[config.mk]
export PLATFORM = sky130hd
export DESIGN_NAME = decryption_dispatcher
export DESIGN_NICKNAME = d
export VERILOG_FILES = /design/src/rtl/decryption_dispatcher.sv
export SDC_FILE = /design/constraint.sdc
export NUM_CORES = 1
export LEC_CHECK = 0
export ABC_AREA = 1
export BUFFER_PORTS_ARGS = -buffer_cell sky130_fd_sc_hd__buf_2
export CAP_MARGIN = 20
export CORE_UTILIZATION = 45
export DETAILED_ROUTE_END_ITERATION = 12
export PLACE_DENSITY = 0.73
export SYNTH_ARGS = -nofsm -noshare
export SYNTH_HDL_FRONTEND = slang
export SYNTH_SLANG_ARGS = --single-unit
[constraint.sdc]
create_clock -name clk -period 1.9 [get_ports clk]
set_input_delay 0 -clock clk [delete_from_list [all_inputs] [get_ports clk]]
set_output_delay 0 -clock clk [all_outputs]
set_load 0.01 [all_outputs]
[src/rtl/decryption_dispatcher.sv]
// Front-end sequencer for the Caesar/Scytale/Zigzag engines.
// Routes one message to the selected engine and muxes its plaintext back.
module decryption_dispatcher #(
   parameter int D_WIDTH = 8,
   parameter int KEY_WIDTH = 16,
   parameter int MAX_NOF_CHARS = 50,
   parameter logic [D_WIDTH-1:0] START_DECRYPTION_TOKEN = 'hFA,
   parameter int START_TIMEOUT = 4
) (
   input  logic                   clk,
   input  logic                   rst_n,
   input  logic [D_WIDTH-1:0]     data_i,
   input  logic                   valid_i,
   input  logic [1:0]             sel_i,
   input  logic [KEY_WIDTH-1:0]   key_i,
   output logic                   ready_o,
   output logic [D_WIDTH-1:0]     eng_data_o,
   output logic [2:0]             eng_valid_o,
   output logic [KEY_WIDTH-1:0]   eng_key_o,
   input  logic [2:0]             eng_busy_i,
   input  logic [3*D_WIDTH-1:0]   eng_data_i,
   input  logic [2:0]             eng_valid_i,
   output logic [D_WIDTH-1:0]     data_o,
   output logic                   valid_o,
   output logic                   busy_o,
   output logic                   err_o
);

   typedef enum logic [1:0] {
      IDLE,
      LOAD,
      WAIT_START,
      DECRYPT
   } state_t;

   localparam logic [5:0] MAX_CNT  = 6'(MAX_NOF_CHARS);
   localparam logic [7:0] TMO_LAST = 8'(START_TIMEOUT - 1);

   state_t               state_q, state_d;
   logic [1:0]           sel_q, sel_d;
   logic [KEY_WIDTH-1:0] key_q, key_d;
   logic [5:0]           cnt_q, cnt_d;
   logic [7:0]           tmo_q, tmo_d;
   logic [D_WIDTH-1:0]   eng_data_d;
   logic [2:0]           eng_valid_d;
   logic [D_WIDTH-1:0]   data_d;
   logic                 valid_d;
   logic                 err_fsm;
   logic                 err_mux;

   logic [2:0]           sel_oh;
   logic                 is_tok;
   logic                 full;
   logic                 sel_busy;

   assign sel_oh    = 3'b001 << sel_q;
   assign is_tok    = (data_i == START_DECRYPTION_TOKEN);
   assign full      = (cnt_q == MAX_CNT);
   assign sel_busy  = |(eng_busy_i & sel_oh);

   // Input is only taken while collecting a message and not injecting a token.
   assign ready_o   = (state_q == IDLE) || ((state_q == LOAD) && !full);
   assign busy_o    = (state_q != IDLE);
   assign eng_key_o = key_q;

   // Next-state, latching and engine-side strobe generation.
   always_comb begin
      state_d     = state_q;
      sel_d       = sel_q;
      key_d       = key_q;
      cnt_d       = cnt_q;
      tmo_d       = tmo_q;
      eng_data_d  = eng_data_o;
      eng_valid_d = 3'b000;
      err_fsm     = 1'b0;
      unique case (state_q)
         IDLE: begin
            if (valid_i) begin
               if (sel_i == 2'd3) begin
                  err_fsm = 1'b1;
               end else begin
                  sel_d       = sel_i;
                  key_d       = key_i;
                  eng_data_d  = data_i;
                  eng_valid_d = 3'b001 << sel_i;
                  tmo_d       = 8'd0;
                  cnt_d       = is_tok ? 6'd0 : 6'd1;
                  state_d     = is_tok ? WAIT_START : LOAD;
               end
            end
         end
         LOAD: begin
            if (full) begin
               eng_data_d  = START_DECRYPTION_TOKEN;
               eng_valid_d = sel_oh;
               tmo_d       = 8'd0;
               state_d     = WAIT_START;
            end else if (valid_i) begin
               eng_data_d  = data_i;
               eng_valid_d = sel_oh;
               if (is_tok) begin
                  tmo_d   = 8'd0;
                  state_d = WAIT_START;
               end else begin
                  cnt_d = cnt_q + 6'd1;
               end
            end
         end
         WAIT_START: begin
            if (sel_busy) begin
               state_d = DECRYPT;
            end else if (tmo_q == TMO_LAST) begin
               err_fsm = 1'b1;
               cnt_d   = 6'd0;
               state_d = IDLE;
            end else begin
               tmo_d = tmo_q + 8'd1;
            end
         end
         DECRYPT: begin
            if (!sel_busy) begin
               cnt_d   = 6'd0;
               state_d = IDLE;
            end
         end
      endcase
   end

   // Plaintext mux from the latched engine; strays from others flag an error.
   always_comb begin
      data_d  = data_o;
      valid_d = 1'b0;
      err_mux = |(eng_valid_i & ~sel_oh);
      if (|(eng_valid_i & sel_oh)) begin
         valid_d = 1'b1;
         case (sel_q)
            2'd1:    data_d = eng_data_i[D_WIDTH +: D_WIDTH];
            2'd2:    data_d = eng_data_i[2*D_WIDTH +: D_WIDTH];
            default: data_d = eng_data_i[0 +: D_WIDTH];
         endcase
      end
   end

   // State, message context and registered outputs.
   always_ff @(posedge clk) begin
      if (!rst_n) begin
         state_q     <= IDLE;
         sel_q       <= 2'd0;
         key_q       <= '0;
         cnt_q       <= 6'd0;
         tmo_q       <= 8'd0;
         eng_data_o  <= '0;
         eng_valid_o <= 3'b000;
         data_o      <= '0;
         valid_o     <= 1'b0;
         err_o       <= 1'b0;
      end else begin
         state_q     <= state_d;
         sel_q       <= sel_d;
         key_q       <= key_d;
         cnt_q       <= cnt_d;
         tmo_q       <= tmo_d;
         eng_data_o  <= eng_data_d;
         eng_valid_o <= eng_valid_d;
         data_o      <= data_d;
         valid_o     <= valid_d;
         err_o       <= err_fsm | err_mux;
      end
   end

endmodule

# Yosys cells after proc, flatten, opt, wreduce, memory -nomap -nowiden
# Cells that the tools add are included.
# op_classes
n_addsub,2
eq_ne,21
shifts,2
muxes,45
bitwise,6
reduce_logical,15
# op_table
cell,n
2-to-1 mux 8 bit,11
2-to-1 mux 6 bit,8
case mux 8 bit (2 select lines),2
case mux 6 bit (4 select lines),1
case mux 8 bit (3 select lines),1
2-to-1 mux 2 bit,9
!= test 2 bit (second input constant),9
2-to-1 mux 3 bit,4
bitwise AND 3 bit,3
!= test 3 bit (second input constant),3
OR reduction 3 bit,3
adder 8 x 1 -> 8 bit (second input constant),1
== test 2 bit (second input constant),4
== test 8 x 2 -> 1 bit (second input constant),1
== test 8 bit (second input constant),1
case mux 2 bit (4 select lines),1
AND reduction 8 bit,1
AND reduction 7 bit,1
adder 6 x 1 -> 6 bit (second input constant),1
== test 6 bit (second input constant),1
2-to-1 mux 1 bit,6
case mux 3 bit (2 select lines),1
AND reduction 6 bit,1
<< shifter 1 x 2 -> 3 bit (first input constant),2
13 further kinds,15
# totals
ff_bits,55
in_bits,59
output_inout_bits,39

# Logic depth before layout (Yosys ltp)
# depth
word_depth,6
ltp_mapped,11
ltp_nobuf,11

# Worst setup path after synthesis
# No wires, ideal clock.
# synth_timing
path_type,flip-flop to flip-flop
from,register sel_q[0]
to,register cnt_q[0]
arrival_ns,1.413
slack_ns,0.355
path_stages_with_launch,11
synth_period_minus_slack_ns,1.545
cell_sequence,dfxtp_1 > inv_1 > ha_1 > nand2_1 > nand3_1 > nand2_1 > nand2_1 > nor2_2 > nand2_1 > nand2_1 > a21oi_1
# synth_via
elab_chain_cells,5
# synth_rtl
element,line,text
start: declaration,40,"logic [1:0] sel_q, sel_d;"
start signal: assignment,159,sel_q <= sel_d;
<< shifter 1 x 2 -> 3 bit (*),56,assign sel_oh = 3'b001 << sel_q;
bitwise AND 3 bit (*),59,assign sel_busy = |(eng_busy_i & sel_oh);
OR reduction 3 bit (*),59,
!= test 2 bit (no source line),n/a,
AND reduction 8 bit (no source line) (*),n/a,
end signal: assignment,161,cnt_q <= cnt_d;
end: declaration,42,"logic [5:0] cnt_q, cnt_d;"
# Every way passes the cells marked *; elsewhere a longest branch is shown, timed or not.
# A chain may end at the register's enable or synchronous reset.

# Worst setup path after layout
# layout_timing
from,register state_q[1]
to,register eng_valid_o[0]
# layout_via
elab_chain_cells,2
# layout_rtl
element,line,text
start: declaration,39,"state_t state_q, state_d;"
start signal: assignment,158,state_q <= state_d;
== test 2 x 1 -> 1 bit / zero test 2 bit (equally long branches),76,unique case (state_q)
case mux 3 bit (2 select lines) (*),76,
end signal: assignment,164,eng_valid_o <= eng_valid_d;
end: declaration,18,"output logic [2:0] eng_valid_o,"
# Marks and branches as above.

==> metrics.txt <==
# TYPE chip_impl_metric gauge
chip_impl_metric{name="critPathRequiredTime",unit="ps"} 2140
chip_impl_info{name="cts_root_buf",value="clkbuf_8"} 1
chip_impl_metric{name="place_hpwl",unit="um"} 5120
chip_impl_metric{name="final_net_count",unit=""} 618
chip_impl_metric{name="floorplan.initialDensity",unit="%"} 47.6
chip_impl_metric{name="remaining_drc_errors",unit=""} 0
chip_impl_metric{name="clock.fmax",unit="GHz"} 0.576
chip_impl_metric{name="clk_pin_slew",unit="ps"} 100
chip_impl_metric{name="final_max_slew_viol_count",unit=""} 0
chip_impl_info{name="end_kind",value="flip-flop"} 1
chip_impl_metric{name="leakage_power_figure",unit="nW"} 1.87
chip_impl_metric{name="skew",unit="ps"} 8.11
chip_impl_metric{name="tns",unit="ps"} 0
chip_impl_metric{name="filler_cell_count",unit=""} 554
chip_impl_metric{name="worstSkewPairLatency",unit="ps"} 310
chip_impl_metric{name="yosysSeqAreaShare",unit="%"} 38.4
chip_impl_info{name="post_synth_main_area_contributors",value="dfxtp_1, nand2_1, nor2_1"} 1
chip_impl_info{name="timing.critical_path.from_type",value="flip-flop"} 1
chip_impl_metric{name="cp_data_arrival_time",unit="ps"} 1970
chip_impl_metric{name="period_share",unit="%"} 91.3
chip_impl_info{name="post-synth-top-count-cell",value="nand2_1"} 1
chip_impl_metric{name="final-hold-violation-count",unit=""} 0
chip_impl_metric{name="design.die.area",unit="mm2"} 0.00670
chip_impl_metric{name="relSlewSlack",unit="%"} 52.4
chip_impl_info{name="grt_setup_unrepaired",value="no"} 1
chip_impl_metric{name="postSynthAreaPerCell",unit="um2"} 6.72
chip_impl_info{name="worstHoldEndpoint",value="err_o"} 1
chip_impl_metric{name="clock_tree.htree_level_count",unit=""} 2
chip_impl_info{name="reg2reg_from",value="state_q[1]"} 1
chip_impl_metric{name="maxCapViolations",unit=""} 0
chip_impl_metric{name="vdd_ir_drop_max",unit="mV"} 0.952
chip_impl_metric{name="global_route_wire_length_before_repair",unit="um"} 12900
chip_impl_info{name="synthFlopType",value="dfxtp_1"} 1
chip_impl_metric{name="io_pins",unit=""} 98
chip_impl_info{name="synth.largest_area_cell",value="dfxtp_1"} 1
chip_impl_metric{name="async_flop_share",unit="%"} 0
chip_impl_info{name="r2r_end",value="eng_valid_o[0]"} 1
chip_impl_metric{name="seqCellArea",unit="mm2"} 0.00110
chip_impl_metric{name="first_global_vias",unit=""} 3111
chip_impl_metric{name="post_drt_wl_per_cell",unit="um"} 12.4
chip_impl_metric{name="syn_to_final_growth",unit="%"} 35.3
chip_impl_metric{name="layout_min_cycle_time",unit="ps"} 1730
chip_impl_metric{name="overall_routing_resource_usage",unit="%"} 24.6
chip_impl_metric{name="power_density",unit="mW/mm2"} 1240
chip_impl_metric{name="clk_path_buf_depth",unit=""} 2
chip_impl_metric{name="area_of_the_multi_input_gates",unit="mm2"} 0.00158
chip_impl_metric{name="preCtsSetupSlack",unit="ps"} 86.2
chip_impl_metric{name="grt_overflow_total",unit=""} 0
chip_impl_info{name="clock_tree_from_tritoncts",value="built"} 1
chip_impl_metric{name="postRouteAntennaNets",unit=""} 0
chip_impl_metric{name="synth_enable_flop_cells",unit=""} 0
chip_impl_metric{name="regToRegSetupSlack",unit="ps"} 170
chip_impl_metric{name="worstPathMaxFanout",unit=""} 7
chip_impl_metric{name="post_synth_num_cell_types",unit=""} 29
chip_impl_metric{name="initialDrtViolationCount",unit=""} 103
chip_impl_metric{name="clkSinkCount",unit=""} 55
chip_impl_info{name="ys_top_cells_by_count",value="nand2_1, nor2_1, dfxtp_1, inv_1, o21ai_0"} 1
chip_impl_metric{name="hold-worst-slack",unit="ps"} 28.6
chip_impl_metric{name="post-synth-top-area-fraction",unit="%"} 38.4
chip_impl_metric{name="core_region_area",unit="mm2"} 0.00603
chip_impl_metric{name="grt_antenna_before_repair",unit=""} 0
chip_impl_metric{name="grt_start_max_net_pins",unit=""} 35
chip_impl_metric{name="cts_buffers",unit=""} 5
chip_impl_metric{name="fp.dieH",unit="um"} 81.8
chip_impl_metric{name="postPlaceCellArea",unit="mm2"} 0.00342
chip_impl_info{name="timing.hold.worst.class",value="in -> reg"} 1
chip_impl_metric{name="ys.warnings.count",unit=""} 0
chip_impl_metric{name="fp-row-count",unit=""} 28
chip_impl_metric{name="finalWeightedCongestion",unit=""} 0.855
chip_impl_metric{name="synth.net_count",unit=""} 492
chip_impl_metric{name="syn_inst",unit=""} 427
chip_impl_info{name="run_status",value="finished, final reports clean"} 1
chip_impl_metric{name="ant_diodes",unit=""} 0
chip_impl_metric{name="netlist_area_before_placement",unit="mm2"} 0.00287
chip_impl_metric{name="ys_seq_elements",unit=""} 55
chip_impl_metric{name="first_pass_iters",unit=""} 4
chip_impl_metric{name="vias",unit=""} 3167
chip_impl_metric{name="post-route-worst-setup-slack",unit="ps"} 165
chip_impl_metric{name="design_area",unit="mm2"} 0.00388
chip_impl_metric{name="finalWirelength",unit="um"} 7800
chip_impl_metric{name="detail_route.vias_per_cell",unit=""} 5.03
chip_impl_metric{name="die_width",unit="um"} 81.8
chip_impl_metric{name="setup_viol",unit=""} 0
chip_impl_metric{name="timing.reg2reg.worst_path_depth",unit=""} 8
chip_impl_metric{name="drive_above_1_share",unit="%"} 25.6
chip_impl_metric{name="portbufs",unit=""} 97
chip_impl_info{name="timing_worst_setup_path_type",value="reg -> reg"} 1
chip_impl_info{name="worst_hold_startpoint",value="eng_valid_i[1]"} 1
chip_impl_metric{name="worst_hold_stages",unit=""} 3
chip_impl_metric{name="tightestPinTransition",unit="ps"} 714
how the worst max path moves through the flow:
stage                     from              to  cells after the start
finish              state_q[1]  eng_valid_o[0]                      8
global placement      sel_q[0]        cnt_q[3]                     10
floorplan             sel_q[0]        cnt_q[0]                     10
global route          tmo_q[0]        cnt_q[2]                     10
detailed placement    sel_q[0]        cnt_q[2]                     10
CTS                   sel_q[0]        cnt_q[2]                     10
flip-flops by register name, summed over array words and instances, names as in the netlist:
register	flops
state_q	2
valid_o	1
sel_q	2
eng_valid_o	3
data_o	8
tmo_q	8
err_o	1
eng_key_o	16
cnt_q	6
eng_data_o	8
area by class of cell:
class | count | share of cell area, %
inverters | 41 | 4.03
clock buffers | 6 | 2.13
multi-input cells | 319 | 40.8
flip-flops and latches | 55 | 28.4
repair buffers | 131 | 21.3
clock inverters | 2 | 0.903
well taps | 75 | 2.42
layout by cell type, fill, tap and decap left out, types with 4 or more instances in the layout:
cell | netlist | routed
nand2_1 | 93 | 91
buf_4 | 0 | 4
o21bai_1 | 5 | 5
nor2_2 | 7 | 6
ha_1 | 6 | 6
o21ai_0 | 36 | 36
nor2_4 | 3 | 4
buf_2 | 0 | 97
clkbuf_8 | 0 | 6
a21oi_1 | 27 | 26
dfxtp_1 | 55 | 55
inv_1 | 37 | 37
nand3_1 | 35 | 34
nor2_1 | 82 | 82
dlygate4sd3_1 | 0 | 29
report_power, final:
| group | internal (mW) | total, mW | switching (mW) |
|---|---|---|---|
| registers | 1.44 | 1.66 | 0.217 |
| logic | 0.879 | 2.33 | 1.46 |
| clock network | 0.428 | 0.831 | 0.403 |
| total | 2.75 | 4.82 | 2.08 |
metal layers:
metal  vias up  global-route usage (%)  part of all wire, %
met5         -                       0                    0
met4         0                    9.65                  1.1
met3        12                    6.11                  5.8
met2        92                    43.1                   48
met1      1437                    28.5                   45
li1       1626                       -                    -
per-stage QoR:
stage          util [%]  cells  power [mW]
4_1_cts            63.6    628        4.71
5_1_grt            64.4    629        5.23
2_1_floorplan         -    427        3.24
3_5_place_dp       56.8    591        3.83
6_report           64.4    629        4.82
3_3_place_gp       56.8    591        3.78
logic make-up after synthesis:
kind of cell               share of synthesized area (%)
AOI/OAI and AO/OA                                   15.1
DFF                                                 38.4
adders and majority gates                           2.62
buffers and inverters                               7.29
and+or+nand+nor                                     36.6
worst max-delay path, cell delays in order (launching register included):
cell and delay, ps:
dfxtp_1 400, inv_4 160, nand2_4 100, nor2_1 130
inv_1 50, nor2_1 80, nand2_1 50, dlygate4sd3_1 550
a21oi_1 140
timing repair:
action,in CTS,in global routing
hold buffers,29,0
hold endpoints to repair,29,0
resized for setup,0,6
endpoints found under the setup margin,0,14
buffers inserted,0,1
No activity file was read; power rests on OpenSTA's default activity.
